File: src/rtl/img_loader_pkg.sv
// Shared image-path definitions: loader FSM state encoding and the default
// frame delimiter bytes, reused by the VGA reader side.
package img_pkg;

    typedef enum logic [2:0] {
        ST_IDLE,
        ST_PIXELS,
        ST_TAIL,
        ST_DONE,
        ST_ERR
    } img_state_e;

    localparam logic [7:0] SOF_BYTE = 8'hA5;
    localparam logic [7:0] EOF_BYTE = 8'h5A;

endpackage

File: src/rtl/img_loader_if.sv
// Loader bus: UART byte input plus frame-buffer write port and status.
//   master : the loader (consumes rx_*, drives wr_*, buf_sel, busy, pulses)
//   slave  : the surrounding system (drives rx_*, observes the rest)
interface img_loader_if #(
    parameter int AW = 12
) ();
    logic          rx_rdy;
    logic [7:0]    rx_data;
    logic          wr_en;
    logic [AW:0]   wr_addr;
    logic [7:0]    wr_data;
    logic          buf_sel;
    logic          busy;
    logic          frame_done;
    logic          frame_err;

    modport master (
        input  rx_rdy, rx_data,
        output wr_en, wr_addr, wr_data, buf_sel, busy, frame_done, frame_err
    );

    modport slave (
        output rx_rdy, rx_data,
        input  wr_en, wr_addr, wr_data, buf_sel, busy, frame_done, frame_err
    );
endinterface

File: src/rtl/img_loader_idle_timer.sv
// Inter-byte idle timer.
//   clk, rst : clock, asynchronous active-low reset
//   clear    : restart count (a byte arrived)
//   enable   : count while a frame is in progress; held at zero otherwise
//   expire   : count has reached TIMEOUT-1
module idle_timer #(
    parameter int unsigned TIMEOUT = 120000
) (
    input  logic clk,
    input  logic rst,
    input  logic clear,
    input  logic enable,
    output logic expire
);
    localparam int unsigned CW = (TIMEOUT > 1) ? $clog2(TIMEOUT) : 1;
    localparam logic [CW-1:0] LAST = CW'(TIMEOUT - 1);

    logic [CW-1:0] cnt_q, cnt_d;

    always_comb begin
        cnt_d = cnt_q;
        if (clear || !enable) begin
            cnt_d = '0;
        end else if (cnt_q != LAST) begin
            cnt_d = cnt_q + 1'b1;
        end
    end

    always_ff @(posedge clk or negedge rst) begin
        if (!rst) cnt_q <= '0;
        else      cnt_q <= cnt_d;
    end

    assign expire = enable && (cnt_q == LAST);
endmodule

File: src/rtl/img_loader.sv
// Double-buffered frame loader: receives SOF, NPIX pixel bytes, EOF from a
// UART and writes pixels into the back buffer, flipping buffers on commit.
//   clk, rst : clock, asynchronous active-low reset
//   bus      : img_loader_if master (rx_rdy/rx_data in; wr_en, wr_addr,
//              wr_data, buf_sel, busy, frame_done, frame_err out)
module img_loader
    import img_pkg::*;
#(
    parameter int unsigned NPIX    = 3072,
    parameter int unsigned AW      = 12,
    parameter int unsigned TIMEOUT = 120000,
    parameter logic [7:0]  SOF     = SOF_BYTE,
    parameter logic [7:0]  EOF     = EOF_BYTE
) (
    input  logic            clk,
    input  logic            rst,
    img_loader_if.master    bus
);
    localparam logic [AW-1:0] LAST_IDX = AW'(NPIX - 1);

    img_state_e    state_q, state_d;
    logic [AW-1:0] idx_q, idx_d;
    logic          wr_en_q, wr_en_d;
    logic [AW:0]   wr_addr_q, wr_addr_d;
    logic [7:0]    wr_data_q, wr_data_d;
    logic          buf_sel_q, buf_sel_d;
    logic          busy_q, busy_d;
    logic          frame_done_q, frame_done_d;
    logic          frame_err_q, frame_err_d;
    logic          tmo_expire;

    idle_timer #(
        .TIMEOUT (TIMEOUT)
    ) u_idle_timer (
        .clk    (clk),
        .rst    (rst),
        .clear  (bus.rx_rdy),
        .enable ((state_q == ST_PIXELS) || (state_q == ST_TAIL)),
        .expire (tmo_expire)
    );

    always_comb begin
        state_d   = state_q;
        idx_d     = idx_q;
        wr_en_d   = 1'b0;
        wr_addr_d = wr_addr_q;
        wr_data_d = wr_data_q;
        buf_sel_d = buf_sel_q;

        unique case (state_q)
            ST_IDLE: begin
                if (bus.rx_rdy && (bus.rx_data == SOF)) begin
                    state_d = ST_PIXELS;
                    idx_d   = '0;
                end
            end
            ST_PIXELS: begin
                // rx_rdy takes priority over a simultaneous timeout
                if (bus.rx_rdy) begin
                    wr_en_d   = 1'b1;
                    wr_addr_d = {~buf_sel_q, idx_q};
                    wr_data_d = bus.rx_data;
                    if (idx_q == LAST_IDX) state_d = ST_TAIL;
                    else                   idx_d   = idx_q + 1'b1;
                end else if (tmo_expire) begin
                    state_d = ST_ERR;
                end
            end
            ST_TAIL: begin
                if (bus.rx_rdy) begin
                    state_d = (bus.rx_data == EOF) ? ST_DONE : ST_ERR;
                end else if (tmo_expire) begin
                    state_d = ST_ERR;
                end
            end
            ST_DONE: begin
                buf_sel_d = ~buf_sel_q;
                state_d   = ST_IDLE;
            end
            ST_ERR: begin
                state_d = ST_IDLE;
            end
            default: state_d = ST_IDLE;
        endcase

        // Status outputs are registered copies of the next-state decode
        busy_d       = (state_d == ST_PIXELS) || (state_d == ST_TAIL);
        frame_done_d = (state_d == ST_DONE);
        frame_err_d  = (state_d == ST_ERR);
    end

    always_ff @(posedge clk or negedge rst) begin
        if (!rst) begin
            state_q      <= ST_IDLE;
            idx_q        <= '0;
            wr_en_q      <= 1'b0;
            wr_addr_q    <= '0;
            wr_data_q    <= '0;
            buf_sel_q    <= 1'b0;
            busy_q       <= 1'b0;
            frame_done_q <= 1'b0;
            frame_err_q  <= 1'b0;
        end else begin
            state_q      <= state_d;
            idx_q        <= idx_d;
            wr_en_q      <= wr_en_d;
            wr_addr_q    <= wr_addr_d;
            wr_data_q    <= wr_data_d;
            buf_sel_q    <= buf_sel_d;
            busy_q       <= busy_d;
            frame_done_q <= frame_done_d;
            frame_err_q  <= frame_err_d;
        end
    end

    assign bus.wr_en      = wr_en_q;
    assign bus.wr_addr    = wr_addr_q;
    assign bus.wr_data    = wr_data_q;
    assign bus.buf_sel    = buf_sel_q;
    assign bus.busy       = busy_q;
    assign bus.frame_done = frame_done_q;
    assign bus.frame_err  = frame_err_q;
endmodule
File: src/flat_wrapper.sv
// flat-port wrapper written by rule: the top's interface ports become plain ports
module img_loader_flat import img_pkg::*;
#(
    parameter int unsigned NPIX    = 3072,
    parameter int unsigned AW      = 12,
    parameter int unsigned TIMEOUT = 120000,
    parameter logic [7:0]  SOF     = SOF_BYTE,
    parameter logic [7:0]  EOF     = EOF_BYTE
)
  (clk, rst, bus_rx_rdy, bus_rx_data, bus_wr_en, bus_wr_addr, bus_wr_data, bus_buf_sel, bus_busy, bus_frame_done, bus_frame_err);
  img_loader_if #(.AW(AW)) bus_i ();
  input  logic clk;
  input  logic rst;
  input wire logic [$bits(bus_i.rx_rdy)-1:0] bus_rx_rdy;
  input wire logic [$bits(bus_i.rx_data)-1:0] bus_rx_data;
  output wire logic [$bits(bus_i.wr_en)-1:0] bus_wr_en;
  output wire logic [$bits(bus_i.wr_addr)-1:0] bus_wr_addr;
  output wire logic [$bits(bus_i.wr_data)-1:0] bus_wr_data;
  output wire logic [$bits(bus_i.buf_sel)-1:0] bus_buf_sel;
  output wire logic [$bits(bus_i.busy)-1:0] bus_busy;
  output wire logic [$bits(bus_i.frame_done)-1:0] bus_frame_done;
  output wire logic [$bits(bus_i.frame_err)-1:0] bus_frame_err;
  assign bus_i.rx_rdy = bus_rx_rdy;
  assign bus_i.rx_data = bus_rx_data;
  assign bus_wr_en = bus_i.wr_en;
  assign bus_wr_addr = bus_i.wr_addr;
  assign bus_wr_data = bus_i.wr_data;
  assign bus_buf_sel = bus_i.buf_sel;
  assign bus_busy = bus_i.busy;
  assign bus_frame_done = bus_i.frame_done;
  assign bus_frame_err = bus_i.frame_err;
  img_loader #(.NPIX(NPIX), .AW(AW), .TIMEOUT(TIMEOUT), .SOF(SOF), .EOF(EOF)) u_core (.clk(clk), .rst(rst), .bus(bus_i));
endmodule
File: config.mk
export PLATFORM = sky130hd
export DESIGN_NAME = img_loader_flat
export DESIGN_NICKNAME = d
export VERILOG_FILES = /design/src/rtl/img_loader_pkg.sv /design/src/rtl/img_loader_if.sv /design/src/rtl/img_loader_idle_timer.sv /design/src/rtl/img_loader.sv /design/src/flat_wrapper.sv
export SDC_FILE = /design/constraint.sdc
export NUM_CORES = 1
export LEC_CHECK = 0
export ABC_AREA = 1
export BUFFER_PORTS_ARGS = -buffer_cell sky130_fd_sc_hd__buf_2
export CORE_ASPECT_RATIO = 1.25
export CORE_MARGIN = 5
export CORE_UTILIZATION = 35
export CTS_CLUSTER_SIZE = 40
export DETAILED_ROUTE_END_ITERATION = 6
export GPL_TIMING_DRIVEN = 0
export PLACE_DENSITY_LB_ADDON = 0.3
export RECOVER_POWER = 100
export SYNTH_ARGS = -nofsm -noshare
export SYNTH_HDL_FRONTEND = slang
export SYNTH_HIERARCHICAL = 1
export SYNTH_SLANG_ARGS = --single-unit
File: constraint.sdc
create_clock -name clk -period 1.9 [get_ports clk]
set_input_delay 0.095 -clock clk [delete_from_list [all_inputs] [get_ports clk]]
set_output_delay 0.095 -clock clk [all_outputs]
set_load 0.05 [all_outputs]
==> results.txt, run 1 <==
The run finished with clean final reports. Cell at the root of the clock tree: clkbuf_8. The number of antenna violations at the first check in global routing is 0.

The signal on the critical path passes through ha_2 > nand3_4 > nor2_4 > nand3_2 > nor3_2 > o21ai_0 > nand2_1 > nand2_1 > nand2_1 > nand2_1. Combinational cells account for 7.6% of the total power. The die covers 10900 um^2.

In the final design database the tool counted 471 nets. The detailed-route via count was 2791. In this run, the number of DRC markers left after iteration 0 of detailed routing was 123. The worst setup path is of the register to register kind. Measured against its own limit, the worst slew margin works out to 4.22%.

The internal portion of the total power is 2.08 mW. The final weighted congestion in routability-driven placement is 0.870, and the number of nets with antenna violations after detailed routing is 0. The total count of max-transition violations in the final report is 0, and the fmax is 561 MHz. The largest clock skew in the final design was 0.00930 ns. The layout has 914 filler cells.

Buffers plus inverters on the worst setup path: 0. The logs give 0.119 ns for the worst setup margin and 0.34 ns for the clock latency at the later pin of the worst-skew pair. Setup violations remaining at the end of the flow were counted as 0. Counting stages on the worst path, the most repeated cell is nand2_1. The H-tree depth reported by CTS was 3.

Hold is met by 0.0288 ns. The power density normalized to cell area came out at 744 nW/um^2. After layout, the worst path uses 93.7% of the clock period. The analysis attributes to net switching a power of 694 uW. The count of flip-flops with a built-in enable after synthesis came out at 0. The core region is 8700 um^2. In this design, the stage delay of the slowest critical-path cell is 0.38 ns. The first global-routing pass estimated 13.2 mm of wire. TritonCTS built the clock tree.

The library cell contributing the largest single delay on the critical path is dfrtp_1. For the pin with the worst max-slew slack, the measured transition is 1.44 ns. The core occupancy in the finished layout was 42.9%.

The tools report the number of hold-slack violations in the final timing report as 0. The worst setup path is captured at a register. The clock passes through at most 2 buffers. Synthesis handed over a netlist of 400 instances. The length of the first detailed-routing pass in iterations was 4; the total number of placement rows was 38. The fraction of final layout cells with drive strength greater than 1 works out to 17.1%. VDD sags by at most 0.000491 V.

After global routing the overflow that remains totals 0. In this run the tool buffered the top-level ports with 36 buffer cells. In this run, flip-flops and latches consume 46.4% of the power. The most instantiated flip-flop cell in the synthesis netlist was dfrtp_1. For this run, design rule violations remaining after detail routing come to 0. The worst hold path belongs to the class input port to register. Grouping stages by cell kind, the critical path spends the most delay in simple AND/OR/NAND/NOR gates. In this run, CTS created clock tree buffers numbering 9. From synthesis to final layout, the design area changed by 19.6%.

For the total power consumption of the routed design, the log shows 2.78 mW. For the distinct cell type count after synthesis, the log shows 31. Data arrives at the worst endpoint at 2.00 ns. Via density per instance: 4.79. In this run switching power makes up 25.0% of total power.

The synthesized netlist occupies a cell area of 3120 um^2. For this run, the number of Yosys warnings is 6. The die height is 116 um. The count of state elements after synthesis is 58, and the post-placement worst setup slack is -0.536 ns. The required time of the critical path is 2.12 ns. Dividing the detail-routed wire length by the instance count gives 13.2 um.

The number of global-route vias before repair was 2744; the clock share of power was 45.9%. The repair_antennas step left the layout with diodes totalling 0. The largest fanout on the critical path is 4. The mean post-synth cell area was 7.80 um^2.

After clock tree synthesis, the clock-pin slew on the worst setup and hold paths is 0.07 ns. The library cell used most frequently in the layout, excluding fill and tap cells, is nand2_1. The half-perimeter wire length after detailed placement was 5.55 mm; the starting utilization of the core area was 35.9%.

Subtracting the final worst setup slack from the clock period gives 1.78 ns. The floorplan step set the die width to 94.5 um. For the number of max-cap violations, the log shows 0.

In this run the count of I/O pins placed on the die edge is 37. The largest net degree at the start of global routing came out at 59. The tools report the synthesized netlist net count as 413. For this block, the routed nets add up to 7.72 mm of wire. STA classifies the critical path startpoint as a register. Clock tree synthesis found a total of 58 sinks. In the layout the commonest cells are nand2_1, dfrtp_1, nor2_1. The total global routing track utilization came out at 15.5%. The proportion of synthesized flip-flops having asynchronous set or reset is 100%, and the static power due to leakage is 1.72 nW. The fraction of the yosys area taken by sequential cells is 46.5%.
layout make-up:
type	count	area (um^2)	area share (%)
timing repair buffer	47	229	6.13
multi-input combinational	292	1480	39.6
sequential	58	1450	38.9
clock inverter	5	77.6	2.08
tap	120	150	4.02
clock buffer	11	141	3.79
buffer	6	40.0	1.07
inverter	44	166	4.46
worst reg2reg max path, stage by stage (launching register included):
cell and delay (ns):
dfrtp_1 0.38, ha_2 0.23, nand3_4 0.12, nor2_4 0.17, nand3_2 0.10, nor3_2 0.27, o21ai_0 0.13, nand2_1 0.11
nand2_1 0.07, nand2_1 0.06, nand2_1 0.05
power by group through the flow:
| stage | Clock, mW | Sequential (mW) | Combinational [mW] |
|---|---|---|---|
| after CTS | 1.32 | 1.29 | 0.221 |
| after global placement | 0 | 1.31 | 0.215 |
| final | 1.27 | 1.29 | 0.211 |
| after detailed placement | 0 | 1.31 | 0.218 |
| after floorplan | 0 | 1.39 | 0.0514 |
| after global routing | 1.36 | 1.29 | 0.234 |
cells by family after synthesis:
logic type               after synthesis  share of synthesized area [%]
AO/OA/AOI/OAI                         42                           8.10
AND/OR/NAND/NOR                      238                           34.9
buffers and inverters                 50                           6.89
adder cells (fa/ha/maj)                2                          0.801
XOR/XNOR                              10                           2.81
flip-flops                            58                           46.5
synth_stat cells, drive strengths merged, types with 2 or more instances:
library cell | count | area share, %
a21oi | 7 | 1.1
nor3 | 15 | 2.8
inv | 43 | 5.2
nand3 | 23 | 4.1
ha | 2 | 0.80
dfrtp | 58 | 46
nor2 | 52 | 7.5
buf | 4 | 1.3
xor2 | 8 | 2.2
xnor2 | 2 | 0.56
clkbuf | 2 | 0.24
o21ai | 32 | 6.2
nand2 | 135 | 17
o22ai | 2 | 0.40
nand4 | 10 | 2.5
layer usage:
| metal | global-route usage (%) | share of wire, % | wire (um) |
|---|---|---|---|
| met4 | 7.51 | 1.9 | 148 |
| met2 | 27.5 | 54 | 4160 |
| met3 | 2.21 | 2.6 | 199 |
| met1 | 18.4 | 42 | 3220 |
| met5 | 0 | 0 | 0 |
flip-flops by register name (all words and copies together) (netlist names):
name                       count
u_core/idx_q                  12
u_core/bus.wr_data             8
u_core/bus.wr_en               1
u_core/bus.frame_done          1
u_core/bus.buf_sel             1
u_core/u_idle_timer/cnt_q     17
u_core/bus.wr_addr            13
u_core/bus.busy                1
u_core/state_q                 3
u_core/bus.frame_err           1
timing repair:
item / in CTS / in global routing
cloned: 0 / 0
endpoints found under the setup margin: 23 / 18
buffers inserted: 2 / 6
pin swaps: 2 / 6
hold buffers: 2 / 1
endpoints found under the hold margin: 2 / 58
gates resized for setup: 2 / 8
worst paths after layout:
kind | slack [ns] | end | from | cells after the start
min | 0.03 | u_core/bus.wr_data[7]$_DFFE_PN0P_ | bus_rx_data[7] | 3
min reg2reg | 0.48 | u_core/bus.wr_data[1]$_DFFE_PN0P_ | u_core/bus.wr_data[1]$_DFFE_PN0P_ | 2
max in group asynchronous | 0.39 | u_core/state_q[2]$_DFF_PN0_ | rst | 2
min in group asynchronous | 0.63 | u_core/u_idle_timer/cnt_q[3]$_DFFE_PN0P_ | rst | 2
max reg2reg | 0.12 | u_core/bus.busy$_DFF_PN0_ | u_core/u_idle_timer/cnt_q[1]$_DFFE_PN0P_ | 10
max | 0.12 | u_core/bus.busy$_DFF_PN0_ | u_core/u_idle_timer/cnt_q[1]$_DFFE_PN0P_ | 10
per-stage QoR:
step / area [um^2] / setup TNS (ns) / cells
after floorplan: 3120 / 0 / 400
after global placement: 3450 / -5.70 / 556
after detailed placement: 3450 / -6.91 / 556
after CTS: 3710 / 0 / 576
after global routing: 3730 / -0.0283 / 583
final: 3730 / 0 / 583
Note: power is estimated with default switching activity, not from simulation.
==> run 2: changes to the inputs <==
--- a/config.mk
+++ b/config.mk
@@ -5,16 +5,17 @@
 export SDC_FILE = /design/constraint.sdc
 export NUM_CORES = 1
 export LEC_CHECK = 0
-export ABC_AREA = 1
+export ABC_AREA = 0
 export BUFFER_PORTS_ARGS = -buffer_cell sky130_fd_sc_hd__buf_2
 export CORE_ASPECT_RATIO = 1.25
-export CORE_MARGIN = 5
+export CORE_MARGIN = 8
 export CORE_UTILIZATION = 35
 export CTS_CLUSTER_SIZE = 40
 export DETAILED_ROUTE_END_ITERATION = 6
 export GPL_TIMING_DRIVEN = 0
 export PLACE_DENSITY_LB_ADDON = 0.3
 export RECOVER_POWER = 100
+export SETUP_SLACK_MARGIN = 0.4
 export SYNTH_ARGS = -nofsm -noshare
 export SYNTH_HDL_FRONTEND = slang
 export SYNTH_HIERARCHICAL = 1
==> results.txt, run 2 <==
The flow ran to the end, and the final reports show no timing, DRC or antenna violations. Leaving out fill and tap cells, the most frequent cell in the layout is dfrtp_1. For the number of antenna violations at the first check in global routing, the log shows 0. The count of flip-flops with a built-in enable after synthesis was 0; the total DRC errors in the routed layout was 0. In this run the tightest slew margin relative to its limit is 49.9%.

The floorplan step defined a die boundary enclosing 11500 um^2. The tools report the largest net degree at the start of global routing as 59. For the worst-skew pair, the clock arrives at the later sink with an insertion delay of 0.34 ns. The number of global-route vias before repair is 2588, and the number of ports placed on the die boundary is 37.

In the final layout, the share of cells above drive strength 1 is 36.7%. The static power due to leakage was 1.79 nW. The quantity of I/O buffers inserted on ports is 36, and the area growth from synthesis to final layout is 43.7%. The tools report the final weighted congestion in routability-driven placement as 0.756. The largest vdd supply drop is 0.000632 V, and the global-route wire length before repair is 12.6 mm.

The worst setup path is launched from a register. The worst setup path is captured at a register. The distinct cell type count after synthesis was 50; the transition time at the pin with the least slew margin was 0.751 ns.

The number of flip-flops in the largest register was 17. Cell taking the most area after synthesis: dfrtp_1. After layout, the worst path uses 94.8% of the clock period. Max-cap violations in this run came to 0.

At the end of the flow the core is filled with cells to 51.2%. The clock period could shrink to 1.80 ns. The slowest stage of the critical path belongs to the cell dfrtp_1. The run gives 266 as the instance count of the mapped netlist. The number of nets in the synthesized netlist is 279. In this run the cell area measured after placement is 3290 um^2. Start-to-end type of the worst setup path: register to register.

The count of state elements after synthesis came out at 58. The total count of max-transition violations in the final report came out at 0. The total global routing track utilization is 13.3%, and the mean post-synth cell area is 10.9 um^2.

The most common cell in the netlist was dfrtp_1. The tools report the total congestion overflow after global routing as 0. The fraction of the yosys area taken by sequential cells is 50.0%. Walking the worst path, the cells encountered are clkbuf_1 > and4bb_2 > buf_8 > clkbuf_1 > buf_12 > mux2_4.

Area inside the core boundary: 8150 um^2. The routed layout has 2444 vias. The count of yosys warnings during synthesis came out at 6. The HPWL after detailed placement is 4.68 mm. Setup repair after global routing could not meet its margin everywhere. In this run the clock root is driven by a clkbuf_8. The required time of the critical path is 2.11 ns, and the fmax is 555 MHz. The violation count after the first detailed-routing iteration is 106. The tools report the final antenna diode count as 0. The final setup violation count is 0.

The most prevalent standard cell on the critical path was clkbuf_1. The detail route stage leaves a number of antenna-violating nets equal to 0. The clock arrives with 0.0120 ns of skew.

The number of clock buffers added by TritonCTS is 9. The multi-input combinational cells in the finished layout cover a total of 1670 um^2. At the end of the flow, the number of nets in the layout was 368. The post-CTS clock slew at the launch and capture registers of the worst setup and hold paths came out at 0.07 ns. In this run the vertical extent of the chip is 118 um. The number of hold-slack violations in the final timing report was 0. The most used flip-flop cell after synthesis is dfrtp_1. After detailed routing, the average wire length per cell comes to 17.3 um. For the worst setup path, the data arrival time is 2.01 ns. The largest fanout on the critical path came out at 6. The largest register by flop count was u_core/u_idle_timer/cnt_q.

For this run, the slowest stage of the critical path takes 0.38 ns. The routed design has 7.89 mm of wire. Across all hold checks on the routed design, the worst slack comes to 0.00610 ns. For this design the ratio of total power to cell area is 724 nW/um^2. The first TritonRoute pass finished after 4 iterations.

The class of the most critical hold timing path was input port to register. The H-tree depth reported by CTS is 3. In the layout the commonest cells are dfrtp_1, clkbuf_1, buf_4. Of the post-synthesis cell area, the dominant cell type holds 50.0%. Once the floorplan was initialized, standard cells occupied 35.7% of the core.

For the fill cell instance count of the final layout, the log shows 731. Registers take 1460 um^2. By area the synthesized netlist is led by dfrtp_1, mux2_2, xnor2_1. Ranked by instance count, the synthesized netlist is headed by dfrtp_1, mux2_2, nor2_1, nand2_1. TritonCTS built the clock tree. The tools report the number of sinks on the clock net as 58. The via density per instance came out at 5.35. The cell area after synthesis was 2910 um^2; the design area was 4170 um^2.

For the total negative slack for setup checks, the log shows 0 ns. The proportion of synthesized flip-flops having asynchronous set or reset was 100%; the width of the die was 97.5 um. Row generation in the floorplan step produced 37 rows.

The tools report the deepest clock path buffer count as 2.
-- run 2: cell count changes after synthesis, moves of 8 or more --
cell | previous run | this run
nand2_1 | 125 | 14
inv_1 | 40 | 10
nor2_1 | 44 | 20
mux2_2 | 0 | 20
o21ai_0 | 22 | 6
nand3_1 | 22 | 10
o21ai_2 | 9 | 0
nand2_2 | 8 | 0
xnor2_1 | 2 | 10
-- run 2: what timing repair did --
item                       4_1_cts  5_1_grt
hold endpoints to repair         1       58
hold buffers                     1        1
gates cloned                     2        0
setup buffers                   26       12
setup endpoints to repair       53       54
pin swaps                       22       11
resized for setup               50       44
-- run 2: cells by family (layout without fill, tap and decap cells) --
group | after synthesis | count (layout) | share of synthesized area, %
flip-flops | 58 | 58 | 50.0
multiplexers | 28 | 28 | 10.7
adder cells (fa/ha/maj) | 2 | 2 | 0.861
AO/OA/AOI/OAI | 37 | 37 | 8.57
AND/OR/NAND/NOR | 107 | 107 | 23.0
buffers and inverters | 22 | 116 | 3.32
XOR/XNOR | 12 | 12 | 3.62
-- run 2: layer usage --
| metal | track usage (%) | vias to the layer above | part of all wire [%] |
|---|---|---|---|
| met4 | 5.51 | 0 | 1.4 |
| li1 | - | 1158 | - |
| met1 | 14.0 | 1232 | 41 |
| met5 | 0 | - | 0 |
| met3 | 3.76 | 11 | 3.1 |
| met2 | 23.9 | 43 | 55 |
-- run 2: final timing paths --
path	from	to	slack (ns)	cells after the start
setup reg to reg	u_core/state_q[2]$_DFF_PN0_	u_core/bus.wr_addr[2]$_DFFE_PN0P_	0.1	6
setup / recovery	u_core/state_q[2]$_DFF_PN0_	u_core/bus.wr_addr[2]$_DFFE_PN0P_	0.1	6
hold / removal	bus_rx_data[4]	u_core/bus.wr_data[4]$_DFFE_PN0P_	0.006	2
min in group asynchronous	rst	u_core/idx_q[9]$_DFFE_PN0P_	0.37	2
hold reg to reg	u_core/bus.wr_addr[8]$_DFFE_PN0P_	u_core/bus.wr_addr[8]$_DFFE_PN0P_	0.48	1
max in group asynchronous	rst	u_core/u_idle_timer/cnt_q[12]$_DFFE_PN0P_	0.98	2
-- run 2: per-stage QoR --
stage	setup WS, ns	total power [mW]	cells
after global placement	-0.231	1.41	399
after floorplan	0.00703	1.35	266
after detailed placement	-0.237	1.41	399
final	0.0985	3.02	457
after global routing	-0.00686	3.12	457
after CTS	0.0723	3.05	444
-- run 2: worst max-delay path: cells and delay by family, from the launching register on --
kind	cells	cell delay (ns)
muxes	1	0.29
and+or+nand+nor	1	0.34
buffers and inverters	4	0.67
DFF	1	0.38
-- run 2: final cells by class --
| cell class | instances | area share [%] |
|---|---|---|
| flip-flops and latches | 58 | 35.0 |
| clock inverters | 4 | 2.88 |
| clock buffers | 12 | 3.96 |
| inverters | 10 | 0.899 |
| well taps | 97 | 2.91 |
| multi-input cells | 186 | 40.0 |
| plain buffers | 12 | 2.31 |
| repair buffers | 78 | 12.0 |
-- run 2: where the power goes --
group,leakage [nW],switching [mW],internal (mW)
registers,0.786,0.0110,1.25
clock network,0.143,0.505,1.11
logic,0.858,0.101,0.0459
==> run 3: changes to the inputs <==
--- a/config.mk
+++ b/config.mk
@@ -7,6 +7,8 @@
 export LEC_CHECK = 0
 export ABC_AREA = 0
 export BUFFER_PORTS_ARGS = -buffer_cell sky130_fd_sc_hd__buf_2
+export CELL_PAD_IN_SITES_DETAIL_PLACEMENT = 0
+export CELL_PAD_IN_SITES_GLOBAL_PLACEMENT = 1
 export CORE_ASPECT_RATIO = 1.25
 export CORE_MARGIN = 8
 export CORE_UTILIZATION = 35
==> results.txt, run 3 (synthesis results as in run 2) <==
In this design, the stage delay of the slowest critical-path cell is 0.45 ns. The worst setup path is captured at a register. The number of nets with antenna violations after detailed routing came out at 0.

The tools report the length of the first detailed-routing pass in iterations as 4. The clock passes through at most 2 buffers. CTS built an H-tree with a depth of 3.

The tools report the number of hold-slack violations in the final timing report as 0. Walking the worst path, the cells encountered are nand4b_1 > nor4_4 > and2_4 > nor2b_2 > o21ai_2 > a211o_1 > o211ai_1. For this design, the sink count on the clock tree is 58. Summed over all layers, the global routing overflow is 0. After detailed routing, the number of vias per cell comes to 5.35. For the worst setup path, the data arrival time is 2.01 ns. The logs give 2.12 ns for the required time of the critical path and 12.7 mm for the global-route wire length before repair.

Tracing the worst setup path back leads to its startpoint at u_core/u_idle_timer/cnt_q[8]$_DFFE_PN0P_. Buffers plus inverters on the worst setup path: 0. The final non-filler cell total is 455, and the total DRC errors in the routed layout is 0. The core occupancy in the finished layout was 50.4%; the power density normalized to cell area was 659 nW/um^2.

For the number of global-route vias before repair, the log shows 2492. In this run the worst hold path is classified as input port to register. The tools report the post-placement cell count as 399.

Of the cells placed in the final design, the portion with a size suffix greater than 1 is 31.8%. The run gives -0.243 ns as the post-placement worst setup slack. Number of antenna violations at the first check in global routing: 0. u_core/u_idle_timer/cnt_q holds more flip-flops than any other register. The post-CTS clock slew at the launch and capture registers of the worst setup and hold paths works out to 0.07 ns.

In the global route stage, overall resource usage came out at 13.6%. The endpoint identified for the worst register-to-register timing path is u_core/state_q[0]$_DFF_PN0_. The tools report the cell at the root of the clock tree as clkbuf_8. The logs give 0 for the final antenna diode count and 0 for the total count of max-transition violations in the final report.

The logic depth of the worst setup path including buffers came out at 7. For this configuration, the core starts out at a cell density of 35.7%. Half-perimeter wire length after detailed placement: 4.80 mm. Category of cells accounting for the largest share of critical-path delay: simple AND/OR/NAND/NOR gates. Setup repair after global routing could not meet its margin everywhere. The register with the most flip-flops in the layout has 17 of them. TritonCTS built the clock tree. Counting cells, the worst reg-to-reg path comes to 7. Pin placement for this block handled 37 I/O pins.

Die height: 118 um. Of all nets on the critical path, the largest fanout is 7. Setup slack on the critical path of the routed design comes to 0.108 ns. The transition time at the pin with the least slew margin is 1.35 ns, and the mean routed wirelength per cell is 17.6 um. Port buffering added 36 buffers.

The number of CTS-inserted buffers was 9. The clock reaches the later pin of the worst-skew pair after 0.35 ns. The logs give 366 for the number of nets in the finished design and 0.11 ns for the worst-case register-to-register setup slack. Launching point of the worst reg2reg path: u_core/u_idle_timer/cnt_q[8]$_DFFE_PN0P_. The worst setup path is of the register to register kind. Across the run, the number of max-cap violations was 0.

The die covers 11500 um^2. The run gives 0.00848 ns as the largest clock skew in the final design. The tools report the startpoint type of the worst setup path as a register. Measured against its own limit, the worst slew margin works out to 10.1%. The final setup violation count was 0.

In the layout the commonest cells are dfrtp_1, clkbuf_1, nor2_1, buf_4. The detailed router finished its first iteration with 102 violations. The time the worst path needs with I/O delays and setup was 1.79 ns; the final worst hold slack was 0.0148 ns. Entering global routing, the biggest net connects 59 pins. In the finished design, the share of the clock period the worst path needs comes to 94.3%. From synthesis to final layout, the design area changed by 41.4%. The floorplan has 37 rows. The floorplan step defined a core boundary enclosing 8150 um^2. The flow ran to the end, and the final reports show no timing, DRC or antenna violations. In this run the worst setup path terminates at u_core/state_q[0]$_DFF_PN0_. The library cell contributing the largest single delay on the critical path is dfrtp_1. The width of the die was 97.5 um. The commonest non-fill, non-tap cell in the layout was dfrtp_1. The largest vdd supply drop was 0.000375 V.

The final layout contains routed wiring with a total length of 7.99 mm. Across all layers, the routed design uses 2435 vias. The static power due to leakage is 1.74 nW, and the final weighted congestion in routability-driven placement is 0.755.

The run gives 558 MHz as the fmax.
## run 3: cell count changes in the layout (fill, tap and decap cells not counted), sizes merged
| cell | delta |
|---|---|
| buf | -3 |
| clkbuf | -6 |
| clkinv | +2 |
| bufinv | -2 |
| dlygate4sd3 | +6 |
| clkinvlp | +1 |
## run 3: area by class of cell
type,instances,area [um^2]
clock inverters,5,77.6
flip-flops and latches,58,1460
multi-input cells,186,1590
inverters,10,37.5
well taps,97,121
repair buffers,76,544
fillers,762,4040
clock buffers,11,141
plain buffers,12,135
## run 3: where the power goes
group | switching [mW] | internal, mW | total (mW) | leakage, nW
Combinational | 0.106 | 0.0541 | 0.160 | 0.838
Clock | 0.518 | 0.770 | 1.29 | 0.109
Sequential | 0.0101 | 1.25 | 1.26 | 0.791
Total | 0.634 | 2.07 | 2.71 | 1.74
## run 3: worst min-delay path by stage
stage                                                   end  cells past startpoint      startpoint  slack (ns)
after floorplan              u_core/bus.buf_sel$_DFFE_PN0N_                      0             rst       -0.20
after global placement    u_core/bus.wr_data[2]$_DFFE_PN0P_                      2  bus_rx_data[2]        0.35
after detailed placement  u_core/bus.wr_data[1]$_DFFE_PN0P_                      2  bus_rx_data[1]        0.36
after CTS                 u_core/bus.wr_data[0]$_DFFE_PN0P_                      2  bus_rx_data[0]       0.004
after global routing      u_core/bus.wr_data[0]$_DFFE_PN0P_                      2  bus_rx_data[0]        0.02
final                     u_core/bus.wr_data[0]$_DFFE_PN0P_                      2  bus_rx_data[0]        0.01
## run 3: routing by layer
metal	global-route usage (%)	vias to the layer above	part of all wire, %
met3	3.29	12	3.7
met4	6.93	0	1.9
li1	-	1157	-
met1	15.0	1230	42
met2	23.7	36	52
met5	0	-	0
## run 3: per-stage QoR
stage	TNS [ns]	power, mW	instance area, um^2
2_1_floorplan	0	1.35	2980
3_3_place_gp	-0.753	1.41	3290
3_5_place_dp	-0.768	1.42	3290
4_1_cts	0	2.73	4000
5_1_grt	0	2.80	4110
6_report	0	2.71	4110
## run 3: repair_timing
item	CTS	global route
hold buffers	7	1
endpoints found under the setup margin	53	54
gates resized for setup	39	41
setup buffers	20	10
cloned	2	0
hold endpoints to repair	7	58
pin swaps	15	8
